--- src/rtl/muldiv_pkg.sv ---
// ---------------------------------------------------------------------------
// muldiv_pkg
// Shared definitions for the multiply/divide unit: operation encodings,
// FSM state type and small decode helpers. Imported by muldiv_unit and
// available to any controller/decoder that drives the unit.
// ---------------------------------------------------------------------------
package muldiv_pkg;

    // Operation codes as presented on the op port. 3'b110/3'b111 are reserved.
    typedef enum logic [2:0] {
        OP_MULTU = 3'b000,
        OP_MULT  = 3'b001,
        OP_DIVU  = 3'b010,
        OP_DIV   = 3'b011,
        OP_MTHI  = 3'b100,
        OP_MTLO  = 3'b101
    } op_e;

    typedef enum logic [1:0] {
        IDLE = 2'd0,
        CALC = 2'd1,
        FIX  = 2'd2,
        DONE = 2'd3
    } state_e;

    function automatic logic op_is_legal(input logic [2:0] code);
        return (code <= 3'b101);
    endfunction

    // MTHI/MTLO: single-cycle register moves, no datapath iteration.
    function automatic logic op_is_move(input logic [2:0] code);
        return code[2];
    endfunction

    function automatic logic op_is_div(input logic [2:0] code);
        return (code[2:1] == 2'b01);
    endfunction

    // MULT and DIV interpret their operands as two's complement.
    function automatic logic op_is_signed(input logic [2:0] code);
        return !code[2] && code[0];
    endfunction

endpackage

--- src/rtl/muldiv_sign_fix.sv ---
// ---------------------------------------------------------------------------
// muldiv_sign_fix
// Combinational conditional two's-complement negate. Used both to take
// operand magnitudes before iterating and to restore result signs after.
//
// Ports:
//   value  [W-1:0]  input operand
//   negate          1 = output -value, 0 = pass value through
//   result [W-1:0]  conditionally negated value
// ---------------------------------------------------------------------------
module muldiv_sign_fix #(
    parameter int W = 32
) (
    input  logic [W-1:0] value,
    input  logic         negate,
    output logic [W-1:0] result
);

    assign result = negate ? ({W{1'b0}} - value) : value;

endmodule

--- src/rtl/muldiv_unit.sv ---
// ---------------------------------------------------------------------------
// muldiv_unit
// Iterative HI/LO multiply/divide unit (MIPS-style). Multiplies use
// shift-add on magnitudes, divides use restoring division on magnitudes;
// a FIX cycle restores signs for MULT/DIV. MTHI/MTLO write HI/LO directly.
//
// A request is captured into a request register at the accepting edge; the
// following edge either performs the move or loads the iteration datapath.
// Operand magnitudes are formed from the request register in that cycle.
//
// Configuration:
//   MULDIV_EARLY_OUT_EN  when defined, multiplies leave CALC as soon as the
//                        remaining multiplier magnitude is exhausted (minimum
//                        one CALC cycle). Divides are fixed-latency always.
//
// Ports:
//   clk          clock, rising edge
//   rst          asynchronous active-high reset
//   start        request strobe
//   op   [2:0]   operation code (see muldiv_pkg::op_e)
//   a    [W-1:0] multiplicand / dividend / MTHI-MTLO source
//   b    [W-1:0] multiplier / divisor
//   busy         high while a mul/div is iterating or being sign-fixed
//   done         one-cycle pulse: hi/lo hold the new result this cycle
//   hi   [W-1:0] HI register (product upper half / remainder)
//   lo   [W-1:0] LO register (product lower half / quotient)
//   div_by_zero  sticky flag for the last completed divide
// ---------------------------------------------------------------------------
module muldiv_unit
    import muldiv_pkg::*;
#(
    parameter int WIDTH = 32
) (
    input  logic             clk,
    input  logic             rst,
    input  logic             start,
    input  logic [2:0]       op,
    input  logic [WIDTH-1:0] a,
    input  logic [WIDTH-1:0] b,
    output logic             busy,
    output logic             done,
    output logic [WIDTH-1:0] hi,
    output logic [WIDTH-1:0] lo,
    output logic             div_by_zero
);

    localparam int            CW       = $clog2(WIDTH + 1);
    localparam logic [CW-1:0] LAST_CNT = CW'(WIDTH - 1);

    state_e             state;

    // Request register: holds the accepted op and operands for the whole
    // operation, so the a/b/op ports are free after acceptance.
    logic               req_valid;
    op_e                req_op;
    logic [WIDTH-1:0]   req_a;
    logic [WIDTH-1:0]   req_b;

    // Iteration datapath.
    logic [2*WIDTH-1:0] acc;     // mul: running product; div: {remainder, dividend/quotient}
    logic [2*WIDTH-1:0] mcand;   // mul: multiplicand, shifted left each cycle
    logic [WIDTH-1:0]   opnd_b;  // mul: multiplier, shifted right; div: divisor, held
    logic [CW-1:0]      cnt;

    logic               accept;
    logic               sign_a;
    logic               sign_b;
    logic               neg_q;
    logic [WIDTH-1:0]   mag_a;
    logic [WIDTH-1:0]   mag_b;
    logic [2*WIDTH-1:0] prod_fix;
    logic [WIDTH-1:0]   quo_fix;
    logic [WIDTH-1:0]   rem_fix;

    logic [WIDTH:0]     rem_sh;
    logic               fits;
    logic [WIDTH-1:0]   rem_sub;
    logic [2*WIDTH-1:0] calc_next;
    logic               calc_last;

    // A mul/div waiting in the request register has committed the unit even
    // though busy is not yet raised, so a second request must not clobber it.
    assign accept = start && !busy && op_is_legal(op)
                    && !(req_valid && !op_is_move(req_op));

    assign sign_a = op_is_signed(req_op) & req_a[WIDTH-1];
    assign sign_b = op_is_signed(req_op) & req_b[WIDTH-1];
    assign neg_q  = sign_a ^ sign_b;

    muldiv_sign_fix #(.W(WIDTH)) u_mag_a (
        .value  (req_a),
        .negate (sign_a),
        .result (mag_a)
    );

    muldiv_sign_fix #(.W(WIDTH)) u_mag_b (
        .value  (req_b),
        .negate (sign_b),
        .result (mag_b)
    );

    muldiv_sign_fix #(.W(2*WIDTH)) u_fix_prod (
        .value  (acc),
        .negate (neg_q),
        .result (prod_fix)
    );

    muldiv_sign_fix #(.W(WIDTH)) u_fix_quo (
        .value  (acc[WIDTH-1:0]),
        .negate (neg_q),
        .result (quo_fix)
    );

    // Truncating division: remainder takes the sign of the dividend.
    muldiv_sign_fix #(.W(WIDTH)) u_fix_rem (
        .value  (acc[2*WIDTH-1:WIDTH]),
        .negate (sign_a),
        .result (rem_fix)
    );

    // Restoring-division step: shift the next dividend bit into the partial
    // remainder (one extra bit, since it can reach 2*divisor-1) and subtract
    // the divisor if it fits.
    assign rem_sh  = acc[2*WIDTH-1:WIDTH-1];
    assign fits    = (rem_sh >= {1'b0, opnd_b});
    assign rem_sub = rem_sh[WIDTH-1:0] - opnd_b;

    // NOTE: every output of a combinational block gets a default first, so no
    // path leaves it unassigned and no latch is inferred.
    always_comb begin
        calc_next = acc + (opnd_b[0] ? mcand : {2*WIDTH{1'b0}});
        if (op_is_div(req_op)) begin
            calc_next = fits ? {rem_sub,            acc[WIDTH-2:0], 1'b1}
                             : {rem_sh[WIDTH-1:0],  acc[WIDTH-2:0], 1'b0};
        end
    end

    always_comb begin
        calc_last = (cnt == LAST_CNT);
`ifdef MULDIV_EARLY_OUT_EN
        // Multiplier bits above the one consumed this cycle are all zero:
        // the product is complete after this step.
        if (!op_is_div(req_op) && (opnd_b[WIDTH-1:1] == '0)) begin
            calc_last = 1'b1;
        end
`endif
    end

    // NOTE: sequential state uses non-blocking assignments only, so every
    // register samples pre-edge values regardless of statement order.
    always_ff @(posedge clk or posedge rst) begin
        if (rst) begin
            // NOTE: the datapath registers are reset too; they are few and
            // this keeps post-reset behaviour fully deterministic.
            state       <= IDLE;
            busy        <= 1'b0;
            done        <= 1'b0;
            hi          <= '0;
            lo          <= '0;
            div_by_zero <= 1'b0;
            req_valid   <= 1'b0;
            req_op      <= OP_MULTU;
            req_a       <= '0;
            req_b       <= '0;
            acc         <= '0;
            mcand       <= '0;
            opnd_b      <= '0;
            cnt         <= '0;
        end else begin
            done      <= 1'b0;
            req_valid <= accept;

            if (accept) begin
                req_op      <= op_e'(op);
                req_a       <= a;
                req_b       <= b;
                div_by_zero <= 1'b0;
            end

            case (state)
                IDLE, DONE: begin
                    state <= IDLE;
                    if (req_valid) begin
                        if (op_is_move(req_op)) begin
                            if (req_op == OP_MTHI) begin
                                hi <= req_a;
                            end else begin
                                lo <= req_a;
                            end
                            done <= 1'b1;
                        end else begin
                            state  <= CALC;
                            busy   <= 1'b1;
                            cnt    <= '0;
                            opnd_b <= mag_b;
                            if (op_is_div(req_op)) begin
                                acc   <= {{WIDTH{1'b0}}, mag_a};
                                mcand <= '0;
                            end else begin
                                acc   <= '0;
                                mcand <= {{WIDTH{1'b0}}, mag_a};
                            end
                        end
                    end
                end

                CALC: begin
                    acc <= calc_next;
                    cnt <= cnt + CW'(1);
                    if (!op_is_div(req_op)) begin
                        mcand  <= mcand << 1;
                        opnd_b <= opnd_b >> 1;
                    end
                    if (calc_last) begin
                        state <= FIX;
                    end
                end

                FIX: begin
                    if (op_is_div(req_op)) begin
                        if (req_b == '0) begin
                            lo          <= '1;
                            hi          <= req_a;
                            div_by_zero <= 1'b1;
                        end else begin
                            lo <= quo_fix;
                            hi <= rem_fix;
                        end
                    end else begin
                        {hi, lo} <= prod_fix;
                    end
                    busy  <= 1'b0;
                    done  <= 1'b1;
                    state <= DONE;
                end

                default: state <= IDLE;
            endcase
        end
    end

endmodule

--- config.mk ---
export PLATFORM = sky130hd
export DESIGN_NAME = muldiv_unit
export DESIGN_NICKNAME = d
export VERILOG_FILES = /design/src/rtl/muldiv_pkg.sv /design/src/rtl/muldiv_sign_fix.sv /design/src/rtl/muldiv_unit.sv
export SDC_FILE = /design/constraint.sdc
export NUM_CORES = 1
export LEC_CHECK = 0
export ABC_CLOCK_PERIOD_IN_PS = 21100
export BUFFER_PORTS_ARGS = -buffer_cell sky130_fd_sc_hd__buf_4
export CORE_MARGIN = 2
export CORE_UTILIZATION = 38
export CTS_BUF_LIST = sky130_fd_sc_hd__clkbuf_2 sky130_fd_sc_hd__clkbuf_4 sky130_fd_sc_hd__clkbuf_8
export DETAILED_ROUTE_END_ITERATION = 8
export PLACE_DENSITY = 0.59
export SLEW_MARGIN = 10
export SYNTH_ARGS = -nofsm -noshare
export SYNTH_HDL_FRONTEND = slang
export SYNTH_SLANG_ARGS = --single-unit
--- constraint.sdc ---
create_clock -name clk -period 21.1 [get_ports clk]
set_input_delay 1.055 -clock clk [delete_from_list [all_inputs] [get_ports clk]]
set_output_delay 1.055 -clock clk [all_outputs]
set_load 0.03 [all_outputs]
==> impl_summary.log <==
[metrics] worst clock skew: 0.06659 ns
[metrics] share of synthesized area occupied by flip-flops and latches: 0.3358
[metrics] synth unique cells: 81
[metrics] P per Cell Area: 153.7 nW/µm²
[metrics] Die W: around 250 µm
[metrics] source-to-sink clock delay at the later pin of the worst-skew pair: 0.71 ns
[metrics] fraction of registers with async set/reset: 1.000
[metrics] worst setup path class: reg -> reg
[metrics] largest vdd supply drop: 0.09528 mV
[metrics] arrival time worst endpoint: 5.26 ns
[metrics] status: completed
[metrics] detailed-route DRC error count: 0
[metrics] Total Routed Length: 80850 µm
[metrics] end of the worst register-to-register path: acc[63]$_DFFE_PP0P_
[metrics] shortest clock period the worst path allows after layout: 4.704 ns
[metrics] slew at the pin closest to its max-slew limit: 1.173 ns
[metrics] worst hold endpoint: mcand[32]$_DFFE_PP0P_
[metrics] final weighted congestion in routability-driven placement: 0.9814
[metrics] total clock buffers created by CTS: 56
[metrics] first-pass GRT wire length: around 130000 µm
[metrics] sum of overflow across all layers after global routing: 0
[metrics] maximum clock frequency: roughly 0.21 GHz
[metrics] number of pins exceeding their max-slew limit in the final report: 0
[metrics] DIE AREA: 61380 µm²
[metrics] worst path buffer plus inverter count: 1
[metrics] FF/Latch Area: between 7000 and 8000 µm²
[metrics] setup slack on the worst flop-to-flop path: about 16 ns
[metrics] Pleak: 0.01168 µW
[metrics] Critical Path Fanout Max: 50
[metrics] vias in the first global route: between 20000 and 25000
[metrics] count of state elements after synthesis: 303
[metrics] Post-CTS Hold Fix Bufs: 0
[metrics] number of resized instances in the post-cts repair step: 0
[metrics] max-cap check violation count: 0
[metrics] ratio of cells with drive above 1 in the final layout: 0.1005
[metrics] placed standard-cell area: ~24000 µm²
[metrics] maximum count of clock buffers along a single path: 3
[metrics] worst hold path cell count: 1
[metrics] startpoint kind of the worst setup timing path: flip-flop
[metrics] fraction of synthesized cell area taken by the top area cell type: 0.3358
[metrics] final hold vios: 0
[metrics] Avg Inst Size Synth: ~7.7 µm²
[metrics] max incr delay on CP: between 0.6 and 0.7 ns
[metrics] post-CTS clock slew at the launch and capture registers of the worst setup and hold paths: 0.08 ns
[metrics] first-iteration detailed-routing DRC count: 1971
[metrics] die span in y: 247.8 µm
[metrics] source of the worst register-to-register timing path: opnd_b[0]$_DFFE_PP0P_
[metrics] area of the multi-input gates: 14030 µm²
[metrics] post-detailed-placement half-perimeter wirelength: 59490 µm
[metrics] clock tree from TritonCTS: built
[metrics] unrepaired setup endpoints after global routing: no
[metrics] global-route usage over all layers: 0.2614
[metrics] CP endpoint kind: flip-flop
[metrics] fin crit share: 0.2229
[metrics] CTS Sinks: just over 300
[metrics] number of antenna violations at the first check in global routing: 2
[metrics] via count of the routed design: 22097
[metrics] IO Port Bufs: 136
[metrics] CP max stage cell: sky130_fd_sc_hd__dfrtp_1
[metrics] io pins: 137
[metrics] cell accounting for the most synthesized area: sky130_fd_sc_hd__dfrtp_1
[metrics] number of vias per cell after detailed routing: 5.847
[metrics] Post-Layout Inst Area: between 20000 and 30000 µm²
[metrics] number of H-tree branching levels: 2
[metrics] post-synth net total: 3105
[metrics] CP required: between 20 and 25 ns
[metrics] Finish-stage setup viols: 0
[metrics] Hold/Removal Path Class: reg -> reg
[metrics] Syn-to-layout area delta: 12.55%
[metrics] number of rows created at floorplan: between 80 and 90
[metrics] ys flop type: sky130_fd_sc_hd__dfrtp_1
[metrics] number of nets with antenna violations after routing: 0
[metrics] accumulated negative setup slack: 0 ns
[metrics] number of enable flip-flop cells after synthesis: 0
[metrics] Slew headroom: 0.2174
[metrics] utilization after layout: 0.4314
[metrics] fin nets: 3135
[metrics] count of buffers added by post-CTS timing repair for setup: 0
[metrics] ordered cell list for the critical path: buf_4 -> and2_1 -> ha_1 -> a211oi_1 -> nor2_1 -> o41ai_1 -> or2_2 -> a31oi_1 -> o31ai_1 -> nor3b_1 -> a311oi_1 -> o21ai_0 -> o2bb2ai_1
[metrics] WL/cell: between 20 and 25 µm
[metrics] initial core utilization: 0.3833
[metrics] cell area after technology mapping: 22580 µm²
[metrics] maximum number of pins on one net before global-route repair: between 150 and 200
[metrics] Core Box Area: 58910 µm²
[metrics] cell at the root of the clock tree: sky130_fd_sc_hd__clkbuf_8
[metrics] Synth Warn #: 0
[metrics] final-layout fill cell count: 5981
[metrics] DRT Pass-1 Iters: 7
[metrics] Area contributors post-synth: sky130_fd_sc_hd__dfrtp_1 34%, sky130_fd_sc_hd__nand2_1 8.4%, sky130_fd_sc_hd__a21oi_1 6.1%
[metrics] cell count after synthesis: 2931
[metrics] reg2reg path depth: 13
[metrics] Worst path top cell family by delay: compound AO/OA/AOI/OAI gates
[metrics] worst hold start: mcand[31]$_DFFE_PP0P_
## cells in the mapped netlist (18+ instances only)
cell type,n
sky130_fd_sc_hd__nand2_1,504
sky130_fd_sc_hd__dfrtp_1,303
sky130_fd_sc_hd__a21oi_1,276
sky130_fd_sc_hd__o21ai_0,275
sky130_fd_sc_hd__nor2_1,249
sky130_fd_sc_hd__clkbuf_1,161
sky130_fd_sc_hd__xnor2_1,110
sky130_fd_sc_hd__ha_1,102
sky130_fd_sc_hd__xor2_1,92
sky130_fd_sc_hd__inv_1,79
sky130_fd_sc_hd__and2_1,78
sky130_fd_sc_hd__nor3_1,57
sky130_fd_sc_hd__a21o_1,45
sky130_fd_sc_hd__o22ai_1,44
sky130_fd_sc_hd__a22o_1,38
sky130_fd_sc_hd__nand3_1,38
sky130_fd_sc_hd__o31ai_1,27
sky130_fd_sc_hd__a31oi_1,26
sky130_fd_sc_hd__or3_1,26
sky130_fd_sc_hd__nand4_1,25
sky130_fd_sc_hd__o21bai_1,24
sky130_fd_sc_hd__nor4_1,23
sky130_fd_sc_hd__a211oi_1,22
sky130_fd_sc_hd__buf_1,21
sky130_fd_sc_hd__and3_1,19
sky130_fd_sc_hd__o211ai_1,19
sky130_fd_sc_hd__nand2b_1,18
## final cells by class
cell class,count,share of cell area
well taps,773,0.03806
repair buffers,165,0.04924
clock buffers,84,0.04279
inverters,81,0.01226
diodes,1,0.00009847
clock inverters,18,0.006942
flip-flops and latches,303,0.2984
multi-input cells,2354,0.5522
## through the flow
stage               worst slack [ns]  std cells  total power [µW]  hold WS, ns
CTS                            16.52       3778              3890       0.4783
finish                         16.40       3779              3907       0.4726
floorplan                      11.67       2931              2496       0.4587
detailed placement             16.50       3676              3231       0.4742
global route                   16.09       3779              4198       0.5072
global placement               16.50       3676              3201       0.4639
## state kept, by name, indices dropped and copies added, names as in the netlist
signal       count
acc             64
mcand           64
hi              32
lo              32
opnd_b          32
req_a           32
req_b           32
cnt              6
req_op           3
state            2
busy             1
div_by_zero      1
done             1
req_valid        1
## cells by family (layout without fill, tap and decap cells)
| family | Yosys count | count (layout) | share of synthesized area |
|---|---|---|---|
| AOI/OAI and AO/OA | 931 | 931 | 0.2532 |
| and+or+nand+nor | 1097 | 1097 | 0.2191 |
| buffers and inverters | 274 | 348 | 0.04616 |
| xor gates and xnor gates | 202 | 202 | 0.07836 |
| DFF | 303 | 303 | 0.3358 |
| adders and majority gates | 104 | 104 | 0.05830 |
| muxes | 20 | 20 | 0.009033 |
| other | 0 | 1 | 0 |
## worst max-delay path by stage
stage | end | startpoint | slack (ns) | depth (start not counted)
final | acc[63]$_DFFE_PP0P_ | opnd_b[0]$_DFFE_PP0P_ | 16.40 | 13
after global routing | acc[63]$_DFFE_PP0P_ | opnd_b[0]$_DFFE_PP0P_ | 16.09 | 13
after CTS | acc[63]$_DFFE_PP0P_ | opnd_b[0]$_DFFE_PP0P_ | 16.52 | 13
after detailed placement | acc[63]$_DFFE_PP0P_ | opnd_b[0]$_DFFE_PP0P_ | 16.50 | 13
after global placement | acc[63]$_DFFE_PP0P_ | opnd_b[0]$_DFFE_PP0P_ | 16.50 | 11
after floorplan | acc[0]$_DFFE_PP0P_ | rst | 11.67 | 1
## cells in the final DEF (no fill, tap or decap), types with 16 or more instances in the layout
| master | instances |
|---|---|
| sky130_fd_sc_hd__clkbuf_8 | 73 |
| sky130_fd_sc_hd__a31oi_1 | 26 |
| sky130_fd_sc_hd__dfrtp_1 | 303 |
| sky130_fd_sc_hd__nand2_1 | 504 |
| sky130_fd_sc_hd__ha_1 | 100 |
| sky130_fd_sc_hd__o31ai_1 | 26 |
| sky130_fd_sc_hd__a22o_1 | 38 |
| sky130_fd_sc_hd__o21bai_1 | 24 |
| sky130_fd_sc_hd__o21a_1 | 16 |
| sky130_fd_sc_hd__nand4_1 | 25 |
| sky130_fd_sc_hd__nand3_1 | 38 |
| sky130_fd_sc_hd__nand2b_1 | 17 |
| sky130_fd_sc_hd__xor2_1 | 92 |
| sky130_fd_sc_hd__o21ai_0 | 274 |
| sky130_fd_sc_hd__o22ai_1 | 44 |
| sky130_fd_sc_hd__a211oi_1 | 22 |
| sky130_fd_sc_hd__or3_1 | 26 |
| sky130_fd_sc_hd__inv_1 | 78 |
| sky130_fd_sc_hd__a21oi_1 | 275 |
| sky130_fd_sc_hd__buf_4 | 164 |
| sky130_fd_sc_hd__o211ai_1 | 19 |
| sky130_fd_sc_hd__nor3_1 | 57 |
| sky130_fd_sc_hd__and2_1 | 78 |
| sky130_fd_sc_hd__xnor2_1 | 110 |
| sky130_fd_sc_hd__mux2i_1 | 17 |
| sky130_fd_sc_hd__and3_1 | 19 |
| sky130_fd_sc_hd__nor4_1 | 23 |
| sky130_fd_sc_hd__nor2_1 | 248 |
| sky130_fd_sc_hd__a21o_1 | 45 |
## metal layers
metal  global-route usage  part of all wire  vias to the layer above
met5                    0                 0                        -
met4              0.09510             0.038                        0
met3              0.04423             0.078                      160
met2               0.3975              0.43                      902
met1               0.3718              0.46                    10604
li1                     -                 -                    10431
## where the power goes
part	total [µW]	switching [µW]	internal, µW
registers	1110	322	787
logic	2160	1420	735
clock network	642	275	367
total	3910	2020	1890
Power figures use the tool's default switching activity.
